## src/rtl/mem_bist_pkg.sv

```systemverilog
// Shared types and data patterns for the dual-port RAM self-test controller.
package mem_bist_pkg;

    typedef enum logic [2:0] {
        S_IDLE = 3'd0,
        S_WR_A = 3'd1,
        S_RD_B = 3'd2,
        S_WR_B = 3'd3,
        S_RD_A = 3'd4,
        S_DONE = 3'd5
    } state_t;

    // Pattern written through port A: idx*17 + seed. Callers truncate to DW,
    // which equals doing the arithmetic modulo 2^DW.
    function automatic logic [31:0] pa(input logic [31:0] idx, input logic [31:0] seed);
        return (idx * 32'd17) + seed;
    endfunction

    // Pattern written through port B: ~(idx*5 + seed), truncated to DW by callers.
    function automatic logic [31:0] pb(input logic [31:0] idx, input logic [31:0] seed);
        return ~((idx * 32'd5) + seed);
    endfunction

endpackage

```

## src/rtl/mem_bist_rd_check.sv

```systemverilog
// Read-back checker: delays {valid, addr, expected} by the RAM read latency and
// compares against the selected port's read data, reporting the mismatch details.
module mem_bist_rd_check #(
    parameter int AW     = 6,
    parameter int DW     = 8,
    parameter int RD_LAT = 1
) (
    input  logic          clk,
    input  logic          rst_n,
    input  logic          flush,
    input  logic          in_valid,
    input  logic [AW-1:0] in_addr,
    input  logic [DW-1:0] in_exp,
    input  logic          sel_b,
    input  logic [DW-1:0] q_a,
    input  logic [DW-1:0] q_b,
    output logic          mismatch,
    output logic [AW-1:0] mm_addr,
    output logic [DW-1:0] mm_exp,
    output logic [DW-1:0] mm_got
);

    logic          dl_v_r [RD_LAT];
    logic [AW-1:0] dl_a_r [RD_LAT];
    logic [DW-1:0] dl_e_r [RD_LAT];
    logic          mismatch_r;
    logic [AW-1:0] mm_addr_r;
    logic [DW-1:0] mm_exp_r;
    logic [DW-1:0] mm_got_r;
    logic [DW-1:0] q_sel_s;
    logic          miss_s;

    // Select the port being read and compare it with the oldest delay-line entry.
    always_comb begin
        q_sel_s = q_a;
        if (sel_b) begin
            q_sel_s = q_b;
        end else begin
            q_sel_s = q_a;
        end
        miss_s = dl_v_r[RD_LAT-1] && (q_sel_s != dl_e_r[RD_LAT-1]);
    end

    // Delay line shift and registered mismatch capture; flush drops pending reads.
    always_ff @(posedge clk) begin
        if (!rst_n) begin
            for (int k = 0; k < RD_LAT; k++) begin
                dl_v_r[k] <= 1'b0;
                dl_a_r[k] <= {AW{1'b0}};
                dl_e_r[k] <= {DW{1'b0}};
            end
            mismatch_r <= 1'b0;
            mm_addr_r  <= {AW{1'b0}};
            mm_exp_r   <= {DW{1'b0}};
            mm_got_r   <= {DW{1'b0}};
        end else if (flush) begin
            for (int k = 0; k < RD_LAT; k++) begin
                dl_v_r[k] <= 1'b0;
            end
            mismatch_r <= 1'b0;
        end else begin
            dl_v_r[0] <= in_valid;
            dl_a_r[0] <= in_addr;
            dl_e_r[0] <= in_exp;
            for (int k = 1; k < RD_LAT; k++) begin
                dl_v_r[k] <= dl_v_r[k-1];
                dl_a_r[k] <= dl_a_r[k-1];
                dl_e_r[k] <= dl_e_r[k-1];
            end
            mismatch_r <= miss_s;
            if (miss_s) begin
                mm_addr_r <= dl_a_r[RD_LAT-1];
                mm_exp_r  <= dl_e_r[RD_LAT-1];
                mm_got_r  <= q_sel_s;
            end
        end
    end

    assign mismatch = mismatch_r;
    assign mm_addr  = mm_addr_r;
    assign mm_exp   = mm_exp_r;
    assign mm_got   = mm_got_r;

endmodule

```

## src/rtl/mem_bist.sv

```systemverilog
// Self-test controller for a dual-port RAM: write via A / read via B, then
// write via B / read via A, stopping at the first mismatching read.
module mem_bist #(
    parameter int AW     = 6,
    parameter int DW     = 8,
    parameter int RD_LAT = 1,
    parameter int SEED   = 0
) (
    input  logic          clk,
    input  logic          rst_n,
    input  logic          start,
    output logic          busy,
    output logic          done,
    output logic          fail,
    output logic          err_port,
    output logic [AW-1:0] err_addr,
    output logic [DW-1:0] err_exp,
    output logic [DW-1:0] err_got,
    output logic [AW-1:0] addr_a,
    output logic [AW-1:0] addr_b,
    output logic [DW-1:0] data_a,
    output logic [DW-1:0] data_b,
    output logic          we_a,
    output logic          we_b,
    output logic          re_a,
    output logic          re_b,
    input  logic [DW-1:0] q_a,
    input  logic [DW-1:0] q_b
);
    import mem_bist_pkg::*;

    localparam int            DCW   = $clog2(RD_LAT + 1);
    localparam logic [DCW-1:0] DLAST = DCW'(RD_LAT - 1);
    localparam logic [AW-1:0] ZA    = {AW{1'b0}};
    localparam logic [DW-1:0] ZD    = {DW{1'b0}};
    localparam logic [AW-1:0] AMAX  = {AW{1'b1}};

    function automatic logic [DW-1:0] pat_a(input logic [AW-1:0] a);
        return DW'(pa(32'(a), 32'(SEED)));
    endfunction

    function automatic logic [DW-1:0] pat_b(input logic [AW-1:0] a);
        return DW'(pb(32'(a), 32'(SEED)));
    endfunction

    state_t         state_r;
    logic [AW-1:0]  cnt_r;
    logic [DCW-1:0] dcnt_r;
    logic           drain_r;
    logic           rd_port_r;
    logic           busy_r, done_r, fail_r, err_port_r;
    logic [AW-1:0]  err_addr_r, addr_a_r, addr_b_r;
    logic [DW-1:0]  err_exp_r, err_got_r, data_a_r, data_b_r;
    logic           we_a_r, we_b_r, re_a_r, re_b_r;

    logic [AW-1:0]  nxt_s;
    logic           start_ok_s, err_take_s, flush_s;
    logic           chk_v_s;
    logic [AW-1:0]  chk_a_s;
    logic [DW-1:0]  chk_e_s;
    logic           mm_s;
    logic [AW-1:0]  mm_addr_s;
    logic [DW-1:0]  mm_exp_s, mm_got_s;

    // Control decodes and the read descriptor handed to the checker.
    always_comb begin
        nxt_s      = cnt_r + {{(AW-1){1'b0}}, 1'b1};
        start_ok_s = start && ((state_r == S_IDLE) || (state_r == S_DONE));
        err_take_s = mm_s && !fail_r && (state_r != S_IDLE);
        flush_s    = start_ok_s || err_take_s;
        chk_v_s    = re_a_r || re_b_r;
        if (rd_port_r) begin
            chk_a_s = addr_b_r;
            chk_e_s = pat_a(addr_b_r);
        end else begin
            chk_a_s = addr_a_r;
            chk_e_s = pat_b(addr_a_r);
        end
    end

    mem_bist_rd_check #(.AW(AW), .DW(DW), .RD_LAT(RD_LAT)) u_rd_check (
        .clk      (clk),
        .rst_n    (rst_n),
        .flush    (flush_s),
        .in_valid (chk_v_s),
        .in_addr  (chk_a_s),
        .in_exp   (chk_e_s),
        .sel_b    (rd_port_r),
        .q_a      (q_a),
        .q_b      (q_b),
        .mismatch (mm_s),
        .mm_addr  (mm_addr_s),
        .mm_exp   (mm_exp_s),
        .mm_got   (mm_got_s)
    );

    // Test sequencer; every RAM-facing and status output is registered here.
    always_ff @(posedge clk) begin
        if (!rst_n) begin
            state_r  <= S_IDLE;
            cnt_r    <= ZA;      dcnt_r <= {DCW{1'b0}};
            drain_r  <= 1'b0;    rd_port_r <= 1'b0;
            busy_r   <= 1'b0;    done_r <= 1'b0;    fail_r <= 1'b0;
            err_port_r <= 1'b0;  err_addr_r <= ZA;
            err_exp_r  <= ZD;    err_got_r  <= ZD;
            addr_a_r <= ZA;      addr_b_r <= ZA;
            data_a_r <= ZD;      data_b_r <= ZD;
            we_a_r <= 1'b0; we_b_r <= 1'b0; re_a_r <= 1'b0; re_b_r <= 1'b0;
        end else if (start_ok_s) begin
            state_r  <= S_WR_A;
            cnt_r    <= ZA;      dcnt_r <= {DCW{1'b0}};  drain_r <= 1'b0;
            busy_r   <= 1'b1;    done_r <= 1'b0;    fail_r <= 1'b0;
            err_port_r <= 1'b0;  err_addr_r <= ZA;
            err_exp_r  <= ZD;    err_got_r  <= ZD;
            we_a_r   <= 1'b1;    addr_a_r <= ZA;    data_a_r <= pat_a(ZA);
            re_a_r   <= 1'b0;    we_b_r <= 1'b0;    re_b_r <= 1'b0;
            addr_b_r <= ZA;      data_b_r <= ZD;
        end else if (err_take_s) begin
            // First mismatch wins; the checker is flushed on this same edge.
            state_r    <= S_DONE;
            busy_r     <= 1'b0;  done_r <= 1'b1;    fail_r <= 1'b1;
            err_port_r <= rd_port_r;
            err_addr_r <= mm_addr_s;
            err_exp_r  <= mm_exp_s;
            err_got_r  <= mm_got_s;
            drain_r  <= 1'b0;
            addr_a_r <= ZA;      addr_b_r <= ZA;
            data_a_r <= ZD;      data_b_r <= ZD;
            we_a_r <= 1'b0; we_b_r <= 1'b0; re_a_r <= 1'b0; re_b_r <= 1'b0;
        end else begin
            case (state_r)
                S_WR_A: begin
                    if (cnt_r == AMAX) begin
                        state_r  <= S_RD_B;
                        we_a_r   <= 1'b0;  addr_a_r <= ZA;  data_a_r <= ZD;
                        re_b_r   <= 1'b1;  addr_b_r <= ZA;
                        rd_port_r <= 1'b1; cnt_r <= ZA;
                    end else begin
                        cnt_r <= nxt_s; addr_a_r <= nxt_s; data_a_r <= pat_a(nxt_s);
                    end
                end
                S_RD_B: begin
                    if (!drain_r) begin
                        if (cnt_r == AMAX) begin
                            re_b_r <= 1'b0; addr_b_r <= ZA;
                            drain_r <= 1'b1; dcnt_r <= {DCW{1'b0}};
                        end else begin
                            cnt_r <= nxt_s; addr_b_r <= nxt_s;
                        end
                    end else if (dcnt_r == DLAST) begin
                        state_r <= S_WR_B; drain_r <= 1'b0; cnt_r <= ZA;
                        we_b_r  <= 1'b1;   addr_b_r <= ZA;  data_b_r <= pat_b(ZA);
                    end else begin
                        dcnt_r <= dcnt_r + {{(DCW-1){1'b0}}, 1'b1};
                    end
                end
                S_WR_B: begin
                    if (cnt_r == AMAX) begin
                        state_r  <= S_RD_A;
                        we_b_r   <= 1'b0;  addr_b_r <= ZA;  data_b_r <= ZD;
                        re_a_r   <= 1'b1;  addr_a_r <= ZA;
                        rd_port_r <= 1'b0; cnt_r <= ZA;
                    end else begin
                        cnt_r <= nxt_s; addr_b_r <= nxt_s; data_b_r <= pat_b(nxt_s);
                    end
                end
                S_RD_A: begin
                    if (!drain_r) begin
                        if (cnt_r == AMAX) begin
                            re_a_r <= 1'b0; addr_a_r <= ZA;
                            drain_r <= 1'b1; dcnt_r <= {DCW{1'b0}};
                        end else begin
                            cnt_r <= nxt_s; addr_a_r <= nxt_s;
                        end
                    end else if (dcnt_r == DLAST) begin
                        state_r <= S_DONE; drain_r <= 1'b0; cnt_r <= ZA;
                        busy_r  <= 1'b0;   done_r <= 1'b1;
                    end else begin
                        dcnt_r <= dcnt_r + {{(DCW-1){1'b0}}, 1'b1};
                    end
                end
                S_IDLE, S_DONE: begin
                    state_r <= state_r;
                end
                default: begin
                    state_r <= S_IDLE;
                    busy_r  <= 1'b0;
                end
            endcase
        end
    end

    assign busy     = busy_r;
    assign done     = done_r;
    assign fail     = fail_r;
    assign err_port = err_port_r;
    assign err_addr = err_addr_r;
    assign err_exp  = err_exp_r;
    assign err_got  = err_got_r;
    assign addr_a   = addr_a_r;
    assign addr_b   = addr_b_r;
    assign data_a   = data_a_r;
    assign data_b   = data_b_r;
    assign we_a     = we_a_r;
    assign we_b     = we_b_r;
    assign re_a     = re_a_r;
    assign re_b     = re_b_r;

endmodule

```

## config.mk

```make
export PLATFORM = sky130hd
export DESIGN_NAME = mem_bist
export DESIGN_NICKNAME = d
export VERILOG_FILES = /design/src/rtl/mem_bist_pkg.sv /design/src/rtl/mem_bist_rd_check.sv /design/src/rtl/mem_bist.sv
export SDC_FILE = /design/constraint.sdc
export NUM_CORES = 1
export LEC_CHECK = 0
export BUFFER_PORTS_ARGS = -buffer_cell sky130_fd_sc_hd__buf_2
export CELL_PAD_IN_SITES_DETAIL_PLACEMENT = 0
export CELL_PAD_IN_SITES_GLOBAL_PLACEMENT = 1
export CORE_MARGIN = 1.5
export CORE_UTILIZATION = 39
export DETAILED_ROUTE_END_ITERATION = 8
export PLACE_DENSITY_LB_ADDON = 0.1
export SLEW_MARGIN = 20
export SYNTH_ARGS = -nofsm -noshare
export SYNTH_HDL_FRONTEND = slang
export SYNTH_SLANG_ARGS = --single-unit
```

## constraint.sdc

```tcl
create_clock -name clk -period 2.7 [get_ports clk]
set_input_delay 0.27 -clock clk [delete_from_list [all_inputs] [get_ports clk]]
set_output_delay 0.27 -clock clk [all_outputs]
set_load 0.01 [all_outputs]
```

==> qor.txt <==
Routability cong. = 0.8083
Fin Clk Skew = 0.007575 ns
Setup violations, final = 0
Placed Cells = 805
Clock transition at path regs = 0.07 ns
Post-synthesis sequential area ratio = 0.4527
Syn nets = 612
Cell taking the most area after synthesis = dfxtp_1
DR vias = 4109
Worst hold path type = input port to flip-flop
Logic pwr share = 0.102
Final Slew Violations = 0
Status = finished clean
DRC = 0
Switching power = 877.8 uW
Switching share of total power = 0.2621
Root Buffer = clkbuf_16
Register share of total power = 0.515
Final #Nets = 688
DRT iter0 DRCs = 208
Total negative slack = 0 ns
Async set-reset flop share out of synthesis = 0
Maximum vdd drop = 0.2567 mV
Total power = 3.349 mW
Area share of the largest cell type after synthesis = 0.3637
Initial core utilization = 0.4012
# fillers = 1273
Crit start category = flip-flop
Latest clock arrival within the worst-skew pair = 0.35 ns
DP HPWL = 9403 microns
WS Path Type = flip-flop to flip-flop
Pwr/cell area = 557.0 nW/um^2
Max-slew headroom = 0.5506
Sink Count = 107
Finished Layout Cells = 821
Antenna cell count = 0
Leakage power = 2.532 nW
Chip width = 116.9 microns
Critical Path RT = 2.92 ns
CTS Hold Bufs = 0
Crit-path max FO = 4
CP Cell Sequence = nand3_1, xor2_1, inv_1, ha_1, ha_1, fa_2, a21o_1, a21oi_1, xor3_1, a21oi_1, nor3_1
Slowest cell on crit path = dfxtp_2
Core Area = 12620 sq um
Synth Instances = 568
Dpl cell area = 5715 sq um
Routed wire per std cell = 15.84 microns
Worst path arrival time = 2.81 ns
Netlist cell types = 49
Final Hold Vio Count = 0
First-pass DRT Iterations = 4
First-pass GRT wire length = 20930 microns
Post-synth top flop = dfxtp_1
Clock buffer count from CTS = 9
H-tree depth = 3
Mapped Area = 5064 sq um
Vias per cell = 5.005
CTS tree = done
Fin util = 0.4764
Max Cap Viol = 0
I/O Buffers = 76
Number of synthesized flops with an enable pin = 15
Syn Area/Cell = 8.915 sq um
Total GRT Usage = 0.2023
Total global routing overflow = 0
Ys Warns = 0
Clock share of power = 0.383
Layout cells sized above 1 = 0.2126
Antenna violations before repair = 0
Fin area = 6012 sq um
Fmax = 385.7 MHz
Min Tclk post-route = 2.593 ns
Max Root-Sink Buffers = 2
Cell-internal power = 2.471 mW
Die H = 116.9 microns
Tightest Pin Transition = 0.6681 ns
Crit. End Element = flip-flop
Crit-path max cell delay = 0.36 ns
Period utilisation layout = 0.9603
Vias in the first global route = 3903
Largest net degree at the start of global routing = 49
# Post-CTS Setup Buffers = 0
# rows = 41
WL final = 13000 microns
Yosys reg bits = 107
IO Count = 77
Ranking of synthesized cells by area = dfxtp_1 36%, edfxtp_1 8.9%, nand2_1 7.0%
Layout area overhead = 18.73%
Post-DRT Antenna Nets = 0
Die ar. = 13680 sq um
cell type report:
class	count	area, sq um	share of cell area
Inverter	4	15.01	0.002497
Timing Repair Buffer	101	580.6	0.09657
Sequential cell	107	2296	0.3819
Clock buffer	10	239.0	0.03975
Clock inverter	6	48.80	0.008117
Multi-Input combinational cell	421	2618	0.4354
Tap cell	172	215.2	0.03580
sequential cells by signal, summed over array words and instances (netlist names), 3 cells and up:
signal / cells
err_got: 8
err_addr: 6
data_b: 8
addr_b: 6
u_rd_check.dl_a_r: 6
addr_a: 6
cnt_r: 6
state_r: 3
u_rd_check.mm_exp: 8
err_exp: 8
u_rd_check.mm_got: 8
u_rd_check.dl_e_r: 8
u_rd_check.mm_addr: 6
data_a: 8
cells in the mapped netlist, drive strengths merged (2+ instances only):
library cell	count
nor4	3
mux2i	28
edfxtp	15
ha	21
and2	10
buf	9
o21ai	6
inv	4
nand2b	9
a21o	5
mux2	8
nor2b	13
clkbuf	27
o22ai	3
nor3	14
xnor2	14
nand2	94
fa	4
a32oi	3
o31ai	3
a22oi	7
or3	2
xor2	7
a211oi	5
or2	2
nand3	14
nor2	66
nand3b	2
a21oi	66
dfxtp	92
layer usage:
layer,vias to the layer above,track usage,wire length [microns]
met2,97,0.3489,6417
met4,0,0.07952,242
met1,1904,0.2546,5885
met5,-,0,0
li1,2091,-,-
met3,17,0.03193,456
repair_timing:
| action | CTS | global route |
|---|---|---|
| hold endpoints to repair | 0 | 0 |
| setup endpoints to repair | 0 | 1 |
| resized for setup | 0 | 5 |
final timing paths:
| check | startpoint | end | slack, ns | cells after the start |
|---|---|---|---|---|
| max reg2reg | cnt_r[1] | data_b[7] | 0.11 | 11 |
| min | q_b[0] | u_rd_check.mm_got[0] | 0.34 | 4 |
| min reg2reg | err_exp[3] | err_exp[3] | 0.45 | 2 |
| max | cnt_r[1] | data_b[7] | 0.11 | 11 |
through the flow:
stage               hold slack [ns]  worst slack (ns)
floorplan                    0.4273           0.02145
global placement             0.4375            0.1106
detailed placement           0.4425           0.05690
CTS                          0.3314           0.02768
global route                 0.3717         -0.008761
finish                       0.3413            0.1071
power groups by stage:
stage / clock network (mW) / logic, mW / registers (mW)
floorplan: 0 / 0.238 / 1.75
detailed placement: 0 / 0.349 / 1.76
CTS: 1.32 / 0.350 / 1.73
finish: 1.28 / 0.342 / 1.73
global placement: 0 / 0.345 / 1.76
global route: 1.39 / 0.384 / 1.73
cell usage in the layout, fill, tap and decap left out, types with 2 or more instances in the layout:
cell,netlist,routed
nand2_1,94,94
dfxtp_1,92,89
buf_2,4,76
nor2_1,66,66
a21oi_1,65,65
mux2i_1,27,27
buf_4,0,24
ha_1,21,20
edfxtp_1,15,15
nor3_1,14,14
nand3_1,14,13
nor2b_1,13,13
xnor2_1,14,13
and2_1,10,10
nand2b_1,9,9
clkbuf_16,0,9
xor2_1,7,7
a22oi_1,7,7
o21ai_0,6,6
a211oi_1,5,5
a21o_1,5,5
mux2_4,5,5
inv_1,4,4
o22ai_1,3,3
o31ai_1,3,3
a32oi_1,3,3
mux2_2,3,3
fa_1,4,3
clkinvlp_4,0,3
dfxtp_2,0,3
or2_2,2,2
or3_1,2,2
nor4_2,2,2
nand3b_1,2,2
logic make-up after synthesis:
kind of cell	after synthesis	share of synthesized area
other	1	0.0007406
buffers and inverters	40	0.03385
muxes	36	0.07759
xor gates and xnor gates	22	0.04102
AOI/OAI and AO/OA	105	0.1216
DFF	107	0.4527
adders and majority gates	25	0.06770
and+or+nand+nor	232	0.2048
critical path: cells and delay by family, from the launching register on:
kind / cells / cell delay [ns]
flops: 1 / 0.36
compound gates: 3 / 0.49
buf+inv: 1 / 0.11
simple gates: 2 / 0.16
xor+xnor: 2 / 0.44
fa+ha+maj: 3 / 0.90
(Power assumes the default switching activity.)
